### config.mk
export PLATFORM = sky130hd
export DESIGN_NAME = conv_mem_arb
export DESIGN_NICKNAME = d
export VERILOG_FILES = /design/src/rtl/conv_mem_arb_pkg.sv /design/src/rtl/conv_mem_arb_port_mux.sv /design/src/rtl/conv_mem_arb.sv
export SDC_FILE = /design/constraint.sdc
export NUM_CORES = 1
export LEC_CHECK = 0
export CORE_ASPECT_RATIO = 0.75
export CORE_UTILIZATION = 34
export CTS_CLUSTER_SIZE = 30
export DETAILED_ROUTE_END_ITERATION = 10
export PLACE_DENSITY = 0.81
export SLEW_MARGIN = 20
export SYNTH_ARGS = -nofsm -noshare
export SYNTH_HDL_FRONTEND = slang
export SYNTH_SLANG_ARGS = --single-unit
export TNS_END_PERCENT = 50
### constraint.sdc
create_clock -name clk -period 2.4 [get_ports clk]
set_input_delay 0.48 -clock clk [delete_from_list [all_inputs] [get_ports clk]]
set_output_delay 0.48 -clock clk [all_outputs]
set_load 0.05 [all_outputs]
### src/rtl/conv_mem_arb_pkg.sv
`default_nettype none
// ============================================================================
// Module   : conv_mem_arb_pkg
// Purpose  : Shared encodings and defaults for the conv engine SRAM arbiter.
// Revision : 1.0  initial release
// ============================================================================
package conv_mem_arb_pkg;

    typedef enum logic [2:0] {
        ST_IDLE   = 3'd0,
        ST_CONV   = 3'd1,
        ST_DRAIN  = 3'd2,
        ST_HOST   = 3'd3,
        ST_FINISH = 3'd4
    } arb_state_t;

    typedef enum logic [1:0] {
        OWN_NONE = 2'd0,
        OWN_CV   = 2'd1,
        OWN_HOST = 2'd2
    } owner_t;

    localparam int DEF_HOST_MAX_WAIT = 8;
    localparam int DEF_DRAIN_CYCLES  = 4;
    localparam int DEF_HOST_BURST    = 4;

    function automatic logic [15:0] sat_inc16(input logic [15:0] v);
        return (v == 16'hFFFF) ? v : v + 16'd1;
    endfunction

endpackage
`default_nettype wire

### src/rtl/conv_mem_arb_port_mux.sv
`default_nettype none
// ============================================================================
// Module   : arb_port_mux
// Purpose  : Priority select onto the SRAM port plus read-owner tag steering.
// Revision : 1.0  initial release
// ============================================================================
module arb_port_mux
    import conv_mem_arb_pkg::*;
#(
    parameter int ADDR_W = 16,
    parameter int DATA_W = 8
) (
    input  logic              clk,
    input  logic              reset,
    input  logic              host_allow,
    input  logic              cv_rd,
    input  logic [ADDR_W-1:0] cv_rd_addr,
    input  logic              cv_wr,
    input  logic [ADDR_W-1:0] cv_wr_addr,
    input  logic [DATA_W-1:0] cv_wdata,
    input  logic              host_req,
    input  logic              host_we,
    input  logic [ADDR_W-1:0] host_addr,
    input  logic [DATA_W-1:0] host_wdata,
    output logic              host_gnt,
    output logic              collide,
    output logic              mem_ce,
    output logic              mem_we,
    output logic [ADDR_W-1:0] mem_addr,
    output logic [DATA_W-1:0] mem_wdata,
    input  logic [DATA_W-1:0] mem_rdata,
    output logic [DATA_W-1:0] cv_rdata,
    output logic              host_rvalid,
    output logic [DATA_W-1:0] host_rdata
);

    owner_t r_tag;
    owner_t w_tag_next;
    logic   w_gnt;

    // Reset forces the port idle at once, even if conv strobes are still high.
    always_comb begin
        w_gnt     = 1'b0;
        mem_ce    = 1'b0;
        mem_we    = 1'b0;
        mem_addr  = '0;
        mem_wdata = '0;
        if (!reset) begin
            if (cv_wr) begin
                mem_ce    = 1'b1;
                mem_we    = 1'b1;
                mem_addr  = cv_wr_addr;
                mem_wdata = cv_wdata;
            end else if (cv_rd) begin
                mem_ce   = 1'b1;
                mem_addr = cv_rd_addr;
            end else if (host_req && host_allow) begin
                w_gnt     = 1'b1;
                mem_ce    = 1'b1;
                mem_we    = host_we;
                mem_addr  = host_addr;
                mem_wdata = host_wdata;
            end
        end
    end

    always_comb begin
        w_tag_next = OWN_NONE;
        if (!reset && !cv_wr) begin
            if (cv_rd)
                w_tag_next = OWN_CV;
            else if (w_gnt && !host_we)
                w_tag_next = OWN_HOST;
        end
    end

    always_ff @(posedge clk or posedge reset) begin
        if (reset)
            r_tag <= OWN_NONE;
        else
            r_tag <= w_tag_next;
    end

    assign host_gnt    = w_gnt;
    assign collide     = cv_rd & cv_wr;
    assign cv_rdata    = (r_tag == OWN_CV) ? mem_rdata : '0;
    assign host_rvalid = (r_tag == OWN_HOST);
    assign host_rdata  = (r_tag == OWN_HOST) ? mem_rdata : '0;

endmodule
`default_nettype wire

### src/rtl/conv_mem_arb.sv
`default_nettype none
// ============================================================================
// Module   : conv_mem_arb
// Purpose  : Shares one SRAM between conv engine and host; sequences en_ctrl.
//            Optional macro ARB_STATS_EN adds stat_pause / stat_host_beats.
// Revision : 1.0  initial release
// ============================================================================
module conv_mem_arb
    import conv_mem_arb_pkg::*;
#(
    parameter int ADDR_W        = 16,
    parameter int DATA_W        = 8,
    parameter int HOST_MAX_WAIT = DEF_HOST_MAX_WAIT,
    parameter int DRAIN_CYCLES  = DEF_DRAIN_CYCLES,
    parameter int HOST_BURST    = DEF_HOST_BURST
) (
    input  logic              clk,
    input  logic              reset,
    input  logic              run,
    input  logic              conv_finish,
    output logic              conv_en,
    output logic              layer_done,
    input  logic              cv_rd,
    input  logic [ADDR_W-1:0] cv_rd_addr,
    output logic [DATA_W-1:0] cv_rdata,
    input  logic              cv_wr,
    input  logic [ADDR_W-1:0] cv_wr_addr,
    input  logic [DATA_W-1:0] cv_wdata,
    input  logic              host_req,
    input  logic              host_we,
    input  logic [ADDR_W-1:0] host_addr,
    input  logic [DATA_W-1:0] host_wdata,
    output logic              host_gnt,
    output logic              host_rvalid,
    output logic [DATA_W-1:0] host_rdata,
    output logic              mem_ce,
    output logic              mem_we,
    output logic [ADDR_W-1:0] mem_addr,
    output logic [DATA_W-1:0] mem_wdata,
    input  logic [DATA_W-1:0] mem_rdata,
    output logic              err_collide
`ifdef ARB_STATS_EN
    ,
    output logic [15:0]       stat_pause,
    output logic [15:0]       stat_host_beats
`endif
);

    localparam int WAIT_W  = $clog2(HOST_MAX_WAIT + 1);
    localparam int DRAIN_W = $clog2(DRAIN_CYCLES + 1);
    localparam int BURST_W = $clog2(HOST_BURST + 1);

    localparam logic [WAIT_W-1:0]  WAIT_LIMIT  = WAIT_W'(HOST_MAX_WAIT);
    localparam logic [DRAIN_W-1:0] DRAIN_LAST  = DRAIN_W'(DRAIN_CYCLES - 1);
    localparam logic [BURST_W-1:0] BURST_LIMIT = BURST_W'(HOST_BURST);
    localparam logic [BURST_W-1:0] BURST_LAST  = BURST_W'(HOST_BURST - 1);

    arb_state_t         r_state;
    arb_state_t         w_state_next;
    logic [WAIT_W-1:0]  r_wait_cnt;
    logic [WAIT_W-1:0]  w_wait_next;
    logic [DRAIN_W-1:0] r_drain_cnt;
    logic [BURST_W-1:0] r_burst_cnt;
    logic               r_layer_done;
    logic               r_err_collide;
    logic               w_conv_en;
    logic               w_host_allow;
    logic               w_host_gnt;
    logic               w_collide;

    arb_port_mux #(
        .ADDR_W (ADDR_W),
        .DATA_W (DATA_W)
    ) u_port_mux (
        .clk         (clk),
        .reset       (reset),
        .host_allow  (w_host_allow),
        .cv_rd       (cv_rd),
        .cv_rd_addr  (cv_rd_addr),
        .cv_wr       (cv_wr),
        .cv_wr_addr  (cv_wr_addr),
        .cv_wdata    (cv_wdata),
        .host_req    (host_req),
        .host_we     (host_we),
        .host_addr   (host_addr),
        .host_wdata  (host_wdata),
        .host_gnt    (w_host_gnt),
        .collide     (w_collide),
        .mem_ce      (mem_ce),
        .mem_we      (mem_we),
        .mem_addr    (mem_addr),
        .mem_wdata   (mem_wdata),
        .mem_rdata   (mem_rdata),
        .cv_rdata    (cv_rdata),
        .host_rvalid (host_rvalid),
        .host_rdata  (host_rdata)
    );

    // Grant window depends on state only, keeping it out of the grant/next-state loop.
    always_comb begin
        w_host_allow = 1'b0;
        case (r_state)
            ST_IDLE, ST_CONV, ST_DRAIN: w_host_allow = 1'b1;
            ST_HOST:                    w_host_allow = (r_burst_cnt < BURST_LIMIT);
            default:                    w_host_allow = 1'b0;
        endcase
    end

    // Starvation counter only lives in CONV; leaving CONV returns it to zero.
    always_comb begin
        w_wait_next = r_wait_cnt;
        if (r_state != ST_CONV || w_host_gnt)
            w_wait_next = '0;
        else if (host_req && r_wait_cnt != '1)
            w_wait_next = r_wait_cnt + WAIT_W'(1);
    end

    always_ff @(posedge clk or posedge reset) begin
        if (reset)
            r_state <= ST_IDLE;
        else
            r_state <= w_state_next;
    end

    always_comb begin
        w_state_next = r_state;
        w_conv_en    = 1'b0;
        case (r_state)
            ST_IDLE: begin
                if (run)
                    w_state_next = ST_CONV;
            end
            ST_CONV: begin
                w_conv_en = 1'b1;
                if (conv_finish)
                    w_state_next = ST_FINISH;
                else if (w_wait_next == WAIT_LIMIT)
                    w_state_next = ST_DRAIN;
            end
            ST_DRAIN: begin
                if (r_drain_cnt == DRAIN_LAST)
                    w_state_next = ST_HOST;
            end
            ST_HOST: begin
                if (!host_req || (w_host_gnt && r_burst_cnt == BURST_LAST))
                    w_state_next = ST_CONV;
            end
            ST_FINISH: begin
                if (r_drain_cnt == DRAIN_LAST)
                    w_state_next = ST_IDLE;
            end
            default: w_state_next = ST_IDLE;
        endcase
    end

    always_ff @(posedge clk or posedge reset) begin
        if (reset) begin
            r_wait_cnt    <= '0;
            r_drain_cnt   <= '0;
            r_burst_cnt   <= '0;
            r_layer_done  <= 1'b0;
            r_err_collide <= 1'b0;
        end else begin
            r_wait_cnt <= w_wait_next;

            if (w_state_next != r_state)
                r_drain_cnt <= '0;
            else if ((r_state == ST_DRAIN || r_state == ST_FINISH) && r_drain_cnt != '1)
                r_drain_cnt <= r_drain_cnt + DRAIN_W'(1);

            if (r_state != ST_HOST)
                r_burst_cnt <= '0;
            else if (w_host_gnt && r_burst_cnt != '1)
                r_burst_cnt <= r_burst_cnt + BURST_W'(1);

            r_layer_done <= (r_state == ST_FINISH) && (w_state_next == ST_IDLE);

            if (w_collide)
                r_err_collide <= 1'b1;
        end
    end

`ifdef ARB_STATS_EN
    logic [15:0] r_stat_pause;
    logic [15:0] r_stat_beats;

    always_ff @(posedge clk or posedge reset) begin
        if (reset) begin
            r_stat_pause <= '0;
            r_stat_beats <= '0;
        end else if (r_state == ST_IDLE && run) begin
            r_stat_pause <= '0;
            r_stat_beats <= '0;
        end else begin
            if (r_state == ST_CONV && w_state_next == ST_DRAIN)
                r_stat_pause <= sat_inc16(r_stat_pause);
            if (w_host_gnt)
                r_stat_beats <= sat_inc16(r_stat_beats);
        end
    end

    assign stat_pause      = r_stat_pause;
    assign stat_host_beats = r_stat_beats;
`else
    // Statistics counters are not built in this configuration.
`endif

    assign conv_en     = w_conv_en;
    assign layer_done  = r_layer_done;
    assign err_collide = r_err_collide;
    assign host_gnt    = w_host_gnt;

endmodule
`default_nettype wire

==> results by stage, run 1 <==
Clock network:
- The level count of the clock H-tree is 1.
- TritonCTS created 3 clock buffers.
- The CTS tree is done.
- The library cell used as clock root buffer is clkbuf_8.
- The clock-pin slew on the worst setup and hold paths is 0.07 ns.
- No sink is reached through more buffers than the 2 on the longest clock path.
- The clock latency of the later-clocked register in the worst-skew pair is 0.26 ns.
- For this design, the CTS-stage hold fixing added 0 buffers.
- The count of clock tree sinks is 17.

Routing:
- The average via count per standard cell is roughly 5.5.
- The number of nets still failing antenna checks after routing is 0.
- The average wire per standard cell is 18.2 um.
- In the routed design, unresolved DRC markers number 0.
- The number of vias after detailed routing is approximately 2,200.
- For this run, the detailed router's first-pass iteration total came to 4.
- The final wirelength is around 7.4 mm.
- The violation count after the first detailed-routing iteration is 141.

Placed design:
- The total instance count after detailed placement is slightly below 400.
- Port buffering added approximately 130 buffers.
- The HPWL reported at the end of detailed placement is around 5.5 mm.
- The worst slack at placement is -0.186 ns.
- The final weighted congestion of routability-driven global placement is 0.838.

Final layout:
- Cells fill between 80% and 90% of the core in the end.
- Relative to the synthesized area, the layout overhead comes to 130%.
- The antenna diode count is 0.
- In the final layout, the share of cells above drive strength 1 is 29.7%.
- Leaving out fill and tap cells, the most frequent cell in the layout is clkdlybuf4s50_1.
- The count of nets after finishing is ~440.
- The library cells used most frequently in the layout, excluding fill and tap cells, are clkdlybuf4s50_1 (78), buf_12 (46), nor2b_1 (21).
- The count of cells in the finished layout, fillers not included, comes to roughly 410.

Global routing:
- For this run the aggregate overflow at the end of global routing stands at 0.
- The pin count of the biggest net entering global routing is between 40 and 50.
- The via count of the first global-routing pass is 2,141.
- The combined global-route utilization of all metal layers is 28.6%.
- The initial antenna violation count is 0.
- The first global-routing pass estimated roughly 11 mm of wire.

Timing:
- At the pin with the least slew margin, the transition time is approximately 0.66 ns.
- Based on the critical path, the design can be clocked at up to between 0.4 and 0.5 GHz.
- The max-slew headroom at the worst pin is between 50% and 60%.
- The worst path meets setup with between 0.015 and 0.02 ns of slack.
- The largest clock skew in the final design is ~0.0033 ns.
- The worst hold-check slack is roughly 0.50 ns.
- The final worst-path cycle share is between 90% and 100%.
- Setup violations remaining at the end of the flow were counted as 0.
- The count of final hold-check violations is 0.
- The number of pins with negative max-slew slack in the final report is 0.
- The worst path needs 2.38 ns of the cycle, external delays included.
- Setup repair after global routing could not meet its margin everywhere.

Worst setup path:
- The start-to-end type of the worst setup path is reg -> out.
- STA classifies the critical path startpoint as a flop.
- The capturing element type of the critical path is an output port.
- For the worst setup path, the data required time is around 1.9 ns.
- The data arrival at the endpoint of the critical path is roughly 1.9 ns.
- In this run the worst path has a maximum fanout of 7.

Min path:
- In this run the worst hold path is classified as reg -> reg.

Floorplanning:
- The full die area is ~5200 um2.
- The area inside the core boundary is ~4600 um2.
- The floorplan step set the die width to a little over 80 um.
- The row count is 21.
- The starting utilization of the core area is 36.2%.
- The boundary pin count is roughly 130.
- The overall die height is 62.5 um.

Yosys:
- During synthesis, Yosys emitted a total of 0 warnings.
- The mean cell area of the mapped netlist is a little under 8 um2.
- Synthesis produced 215 cells.
- After synthesis, the netlist uses 39 different library cells.
- The synthesized net count is between 300 and 400.
- The sequential-to-total area share from yosys stat is about a quarter.
- The mapped netlist covers 1660 um2.
- Synthesis inferred 17 register bits.

Power:
- IR analysis of the VDD net gives a maximum drop of 317 uV.
- Summing internal, switching and leakage power gives 1540 uW.
- The power per cell area is between 400 and 500 nW/um2.
- Summed over all cells, the static leakage comes to 0.00154 uW.

Flow run:
- The tool flagged a number of max-cap violations equal to 0.

Run status:
- The run finished with clean final reports.
-- sequential cells by signal, summed over array words and instances, names as in the netlist --
name and flops:
r_state 3, u_port_mux.r_tag 2, r_burst_cnt 3, r_drain_cnt 3, layer_done 1, r_wait_cnt 4
err_collide 1
-- cells in the mapped netlist (all sizes together) --
cell type / count / share of area [%]
and2: 18 / 6.8
nand3b: 9 / 4.1
o31a: 1 / 0.53
nor4: 4 / 2.8
mux2i: 3 / 1.8
inv: 7 / 1.6
ha: 7 / 5.3
clkbuf: 12 / 2.7
a221oi: 17 / 9.0
o21ai: 5 / 1.5
nand4: 1 / 0.38
and3: 3 / 1.1
nor3b: 1 / 0.45
a41oi: 1 / 0.53
nor2b: 21 / 7.9
nand2: 11 / 2.5
nor3: 21 / 6.3
nor2: 15 / 3.4
nand3: 4 / 1.2
a21o: 1 / 0.45
o311ai: 1 / 0.53
buf: 6 / 1.9
xnor2: 2 / 1.1
mux2: 2 / 1.4
and3b: 1 / 0.53
a211oi: 1 / 0.76
o22ai: 1 / 0.38
dfrtp: 17 / 26
or3: 2 / 0.76
nand2b: 4 / 1.5
a21oi: 14 / 4.2
nand4b: 1 / 0.53
or2: 1 / 0.38
-- stage by stage --
stage / cell area (um2) / TNS, ns
after global routing: 3810 / -0.0645
after floorplan: 1780 / -2.36
final: 3810 / 0
after detailed placement: 3610 / -3.39
after global placement: 3610 / -1.80
after CTS: 3760 / 0
-- area by class of cell --
class / instances / area (um2)
multi-input combinational: 173 / 1320
sequential: 17 / 425
fill: 254 / 763
clock buffer: 4 / 45.0
timing repair buffer: 149 / 1920
inverter: 7 / 26.3
tap: 57 / 71.3
-- cells by family (layout without fill, tap and decap cells) --
| family | count (synthesis) | after routing | synth area share [%] |
|---|---|---|---|
| simple gates | 117 | 117 | 40.7 |
| buf+inv | 25 | 160 | 6.19 |
| mux | 5 | 5 | 3.17 |
| compound gates | 42 | 42 | 17.9 |
| fa+ha+maj | 7 | 7 | 5.29 |
| xor+xnor | 2 | 2 | 1.06 |
| flops | 17 | 17 | 25.7 |
-- worst max-delay path, cell delays in order, from the launching register on --
cell	delay, ns
dfrtp_1	0.39
and3_4	0.22
nor4_4	0.04
buf_6	0.13
buf_12	0.12
buf_16	0.13
a221oi_2	0.36
nor3_4	0.07
buf_12	0.16
-- worst paths after layout --
kind                               start        endpoint  slack, ns  cells past startpoint
setup / recovery              r_state[0]     mem_addr[6]       0.02                      8
hold / removal               err_collide     err_collide       0.50                      1
setup reg to reg           r_wait_cnt[0]  r_drain_cnt[2]       0.43                      7
hold reg to reg              err_collide     err_collide       0.50                      1
max in group asynchronous          reset   r_wait_cnt[0]       1.45                      2
min in group asynchronous          reset     err_collide       0.53                      2
-- routing by layer --
layer,vias to the layer above,global-route usage (%),share of wire (%)
met3,22,7.30,7.3
met5,-,0,0
met1,1056,32.9,37
met2,107,50.7,52
met4,0,9.27,2.9
li1,1046,-,-
-- report_power, final --
group / leakage [uW] / switching, uW / internal [uW]
Clock: 0.0000228 / 99.6 / 118
Sequential: 0.000228 / 27.8 / 316
Combinational: 0.00129 / 501 / 474
-- what timing repair did --
item                                    in CTS  in global routing
pin swaps                                    5                  4
cloned                                       2                  0
endpoints found under the setup margin      26                 18
gates resized for setup                     13                  6
buffers inserted                             2                  2
(Power assumes the default switching activity.)
==> run 2: changes to the inputs <==
--- a/config.mk
+++ b/config.mk
@@ -10,6 +10,8 @@
 export CTS_CLUSTER_SIZE = 30
 export DETAILED_ROUTE_END_ITERATION = 10
 export PLACE_DENSITY = 0.81
+export SKIP_CTS_REPAIR_TIMING = 1
+export SKIP_LAST_GASP = 1
 export SLEW_MARGIN = 20
 export SYNTH_ARGS = -nofsm -noshare
 export SYNTH_HDL_FRONTEND = slang
==> run 2 against run 1 <==
Compared with the run above:
- clock skew is 0.0016 ns lower
- core utilization is 1.2 points lower
- count of clock-buffer cells in the layout stayed put
- cell area is 1.4% lower
- worst setup slack better by 0.013 ns
- final cell count is 0.49% lower
- register-to-register slack worse by 0.06 ns
- first-iteration DRC count is 2.8% lower
- sequential power hardly changed
- die area stayed put
- critical path type unchanged
- critical endpoint is now mem_wdata[1]
==> results by stage, run 2 (synthesis results as in run 1) <==
Worst setup path:
- The reg-to-reg setup timing slack was 0.37 ns (-0.06 ns).
- The largest stage delay on the critical path is 0.39 ns (about the same).
- The cell depth of the worst flop-to-flop path is 7 (unchanged).
- The endpoint required time on the critical path was 1.92 ns (about the same).
- Traced cell by cell, the critical path runs through and3_4, nor4_4, buf_6, clkbuf_16, nand3b_1, a21oi_1, buf_12.
- The total number of cells along the worst setup path is 7 (-1).
- The critical path starts at r_state[1].
- The start-to-end type of the worst setup path is reg -> out.
- The family with the most delay on the worst path is simple AND/OR/NAND/NOR gates.
- STA classifies the critical path startpoint as a flop.
- The capturing element type of the critical path is an output port.
- The cell with the biggest individual delay on the critical path is dfrtp_1.
- The data arrival at the endpoint of the critical path is 1.89 ns (about the same).
- The end point of the critical path is mem_wdata[1].
- The buffers plus inverters on the worst setup path was 3 (-1).
- In this run the critical register-to-register path is captured at r_drain_cnt[2].
- In this run the critical register-to-register path is launched from r_wait_cnt[0].
- The maximum fanout count along the critical path is 7 (unchanged).

Clock network:
- The CTS tree is done.
- The number of buffers on the longest clock path is 2 (unchanged).
- The count of clock tree sinks came to 17 (unchanged).
- The level count of the clock H-tree was 1 (unchanged).
- The clock buffer count from CTS is 3 (unchanged).
- The clock latency of the later-clocked register in the worst-skew pair was 0.25 ns (about the same).
- The clock-pin slew on the worst setup and hold paths was 0.06 ns (about the same).
- The tree is rooted in a clkbuf_8.

Final layout:
- The fraction of final layout cells with drive strength greater than 1 is 27.0% (-2.7 points).
- In the layout the commonest cells are clkdlybuf4s50_1 (78), buf_12 (45), nor2b_1 (21).
- The final instance area was 3750 um2 (-1.4%).
- The count of nets after finishing was 436 (-0.46%).
- The number of fillers in the final layout is 258 (+1.6%).
- The final core utilization was 82.1% (-1.2 points).
- The area added between synthesis and finish is 127%.
- The commonest non-fill, non-tap cell in the layout is clkdlybuf4s50_1.
- The flip-flop count of the largest register, all copies and words added was 4 (unchanged).
- The area of combinational cells with multiple inputs came to 1280 um2 (-3.4%).
- The register area came to 425 um2 (unchanged).
- Ranked by flip-flop count, first place goes to r_wait_cnt.
- The antenna diode count is 0 (unchanged).
- The non-filler instance count after layout is 405 (-0.49%).

Placed design:
- The worst slack at placement came to -0.186 ns (unchanged).
- The number of buffers inserted by port buffering is 126 (unchanged).
- The total instance count after detailed placement is 397 (unchanged).
- The standard cell area after detailed placement was 3610 um2 (unchanged).
- The HPWL reported at the end of detailed placement was 5.54 mm (unchanged).
- The final weighted congestion of routability-driven global placement is 0.838 (unchanged).

Floorplanning:
- The starting utilization of the core area is 36.2% (unchanged).
- The width of the die is 82.6 um (unchanged).
- The area inside the core boundary is 4570 um2 (unchanged).
- The full die area is 5160 um2 (unchanged).
- The boundary pin count is 127 (unchanged).
- The overall die height is 62.5 um (unchanged).
- The row count is 21 (unchanged).

Global routing:
- The met3 usage in global routing came to 4.82% (-2.5 points).
- The via count of the first global-routing pass is 2,079 (-2.9%).
- The global-route congestion overflow total is 0 (unchanged).
- The pin count of the biggest net entering global routing was 47 (unchanged).
- The initial antenna violation count is 0 (unchanged).
- The combined global-route utilization of all metal layers is 27.0% (-1.6 points).
- The busiest layer in global routing is met2.
- The global-route wire length before repair is 10.5 mm (-5.4%).
- The global-route track usage on met1 was 31.5% (-1.4 points).
- The routing usage on met2 came to 50.0% (-0.72 points).

Routing:
- The average via count per standard cell is 5.51 (+0.49%).
- The violation count after the first detailed-routing iteration is 137 (-2.8%).
- The total iterations of the first detailed-routing run is 5 (+1).
- The average wire per standard cell is 18.3 um (+0.74%).
- The post-detailed-route DRC marker count is 0 (unchanged).
- The final wirelength was 7.42 mm (+0.24%).
- The number of vias after detailed routing is 2,231 (unchanged).
- The number of nets still failing antenna checks after routing is 0 (unchanged).

Power:
- The power per cell area is 405 nW/um2 (+0.31%).
- The total leakage power came to 0.00153 uW (-0.40%).
- The worst vdd rail ir drop was 321 uV (+1.1%).

Flow run:
- The number of maximum-capacitance violations is 0 (unchanged).

Min path:
- The classification of the worst-slack hold path is reg -> reg.

Timing:
- The max-slew headroom at the worst pin is 55.9% (-0.16 points).
- Setup repair after global routing could not meet its margin everywhere.
- The actual slew at the worst max-slew pin is 0.660 ns (+0.00247 ns).
- The count of final setup violators is 0 (unchanged).
- The number of pins with negative max-slew slack in the final report was 0 (unchanged).
- The time the worst path needs with I/O delays and setup is 2.37 ns (-0.0129 ns).
- The worst setup margin is 0.0311 ns (+0.0129 ns).
- The count of final hold-check violations was 0 (unchanged).
- The largest clock skew in the final design is 0.00170 ns (-0.00161 ns).
- The worst hold-check slack is 0.506 ns (+0.00391 ns).
- The maximum frequency from static timing analysis came to 0.422 GHz (+0.54%).
- The final worst-path cycle share came to 98.7% (-0.54 points).

Run status:
- The run finished with clean final reports.
-- run 2: changes by cell type in the layout (fill, tap and decap cells not counted) --
cell	previous run	this run
a221oi_2	7	1
a221oi_1	10	16
dlymetal6s2s_1	0	2
a21oi_2	6	4
buf_16	1	0
a21oi_1	8	10
clkbuf_16	0	2
buf_6	2	1
clkdlybuf4s15_1	1	0
dlygate4sd2_1	1	0
buf_12	46	45
buf_4	19	18
-- run 2: how the worst min path moves through the flow --
stage / endpoint / depth (start not counted) / from
global route: err_collide / 1 / err_collide
floorplan: r_burst_cnt[1] / 2 / r_burst_cnt[1]
detailed placement: err_collide / 1 / err_collide
CTS: err_collide / 1 / err_collide
finish: err_collide / 1 / err_collide
global placement: err_collide / 1 / err_collide
-- run 2: area by class of cell --
type | instances | area share, %
inverter | 7 | 0.700
timing repair buffer | 147 | 50.8
sequential | 17 | 11.3
tap | 57 | 1.90
multi-input combinational | 173 | 34.0
clock buffer | 4 | 1.20
-- run 2: metal layers --
layer,vias to the layer above,share of wire (%)
met5,-,0
li1,1044,-
met1,1049,38
met4,0,2.3
met2,120,53
met3,18,7.3
-- run 2: worst register-to-register path: cells and delay by family (launching register included) --
family          cells  cell delay, ns
compound gates      3            0.49
fa+ha+maj           1            0.27
flops               1            0.41
buf+inv             1            0.19
simple gates        2            0.55
-- run 2: metrics by stage --
stage / power (uW) / setup TNS [ns]
after floorplan: 827 / -2.36
after global placement: 1230 / -1.80
after detailed placement: 1250 / -3.39
after CTS: 1470 / -3.32
after global routing: 1580 / -0.393
final: 1520 / 0
-- run 2: where the power goes --
part | internal, uW | switching (uW) | total (uW)
sequential | 316 | 27.2 | 343
combinational | 464 | 497 | 960
clock | 118 | 97.2 | 215
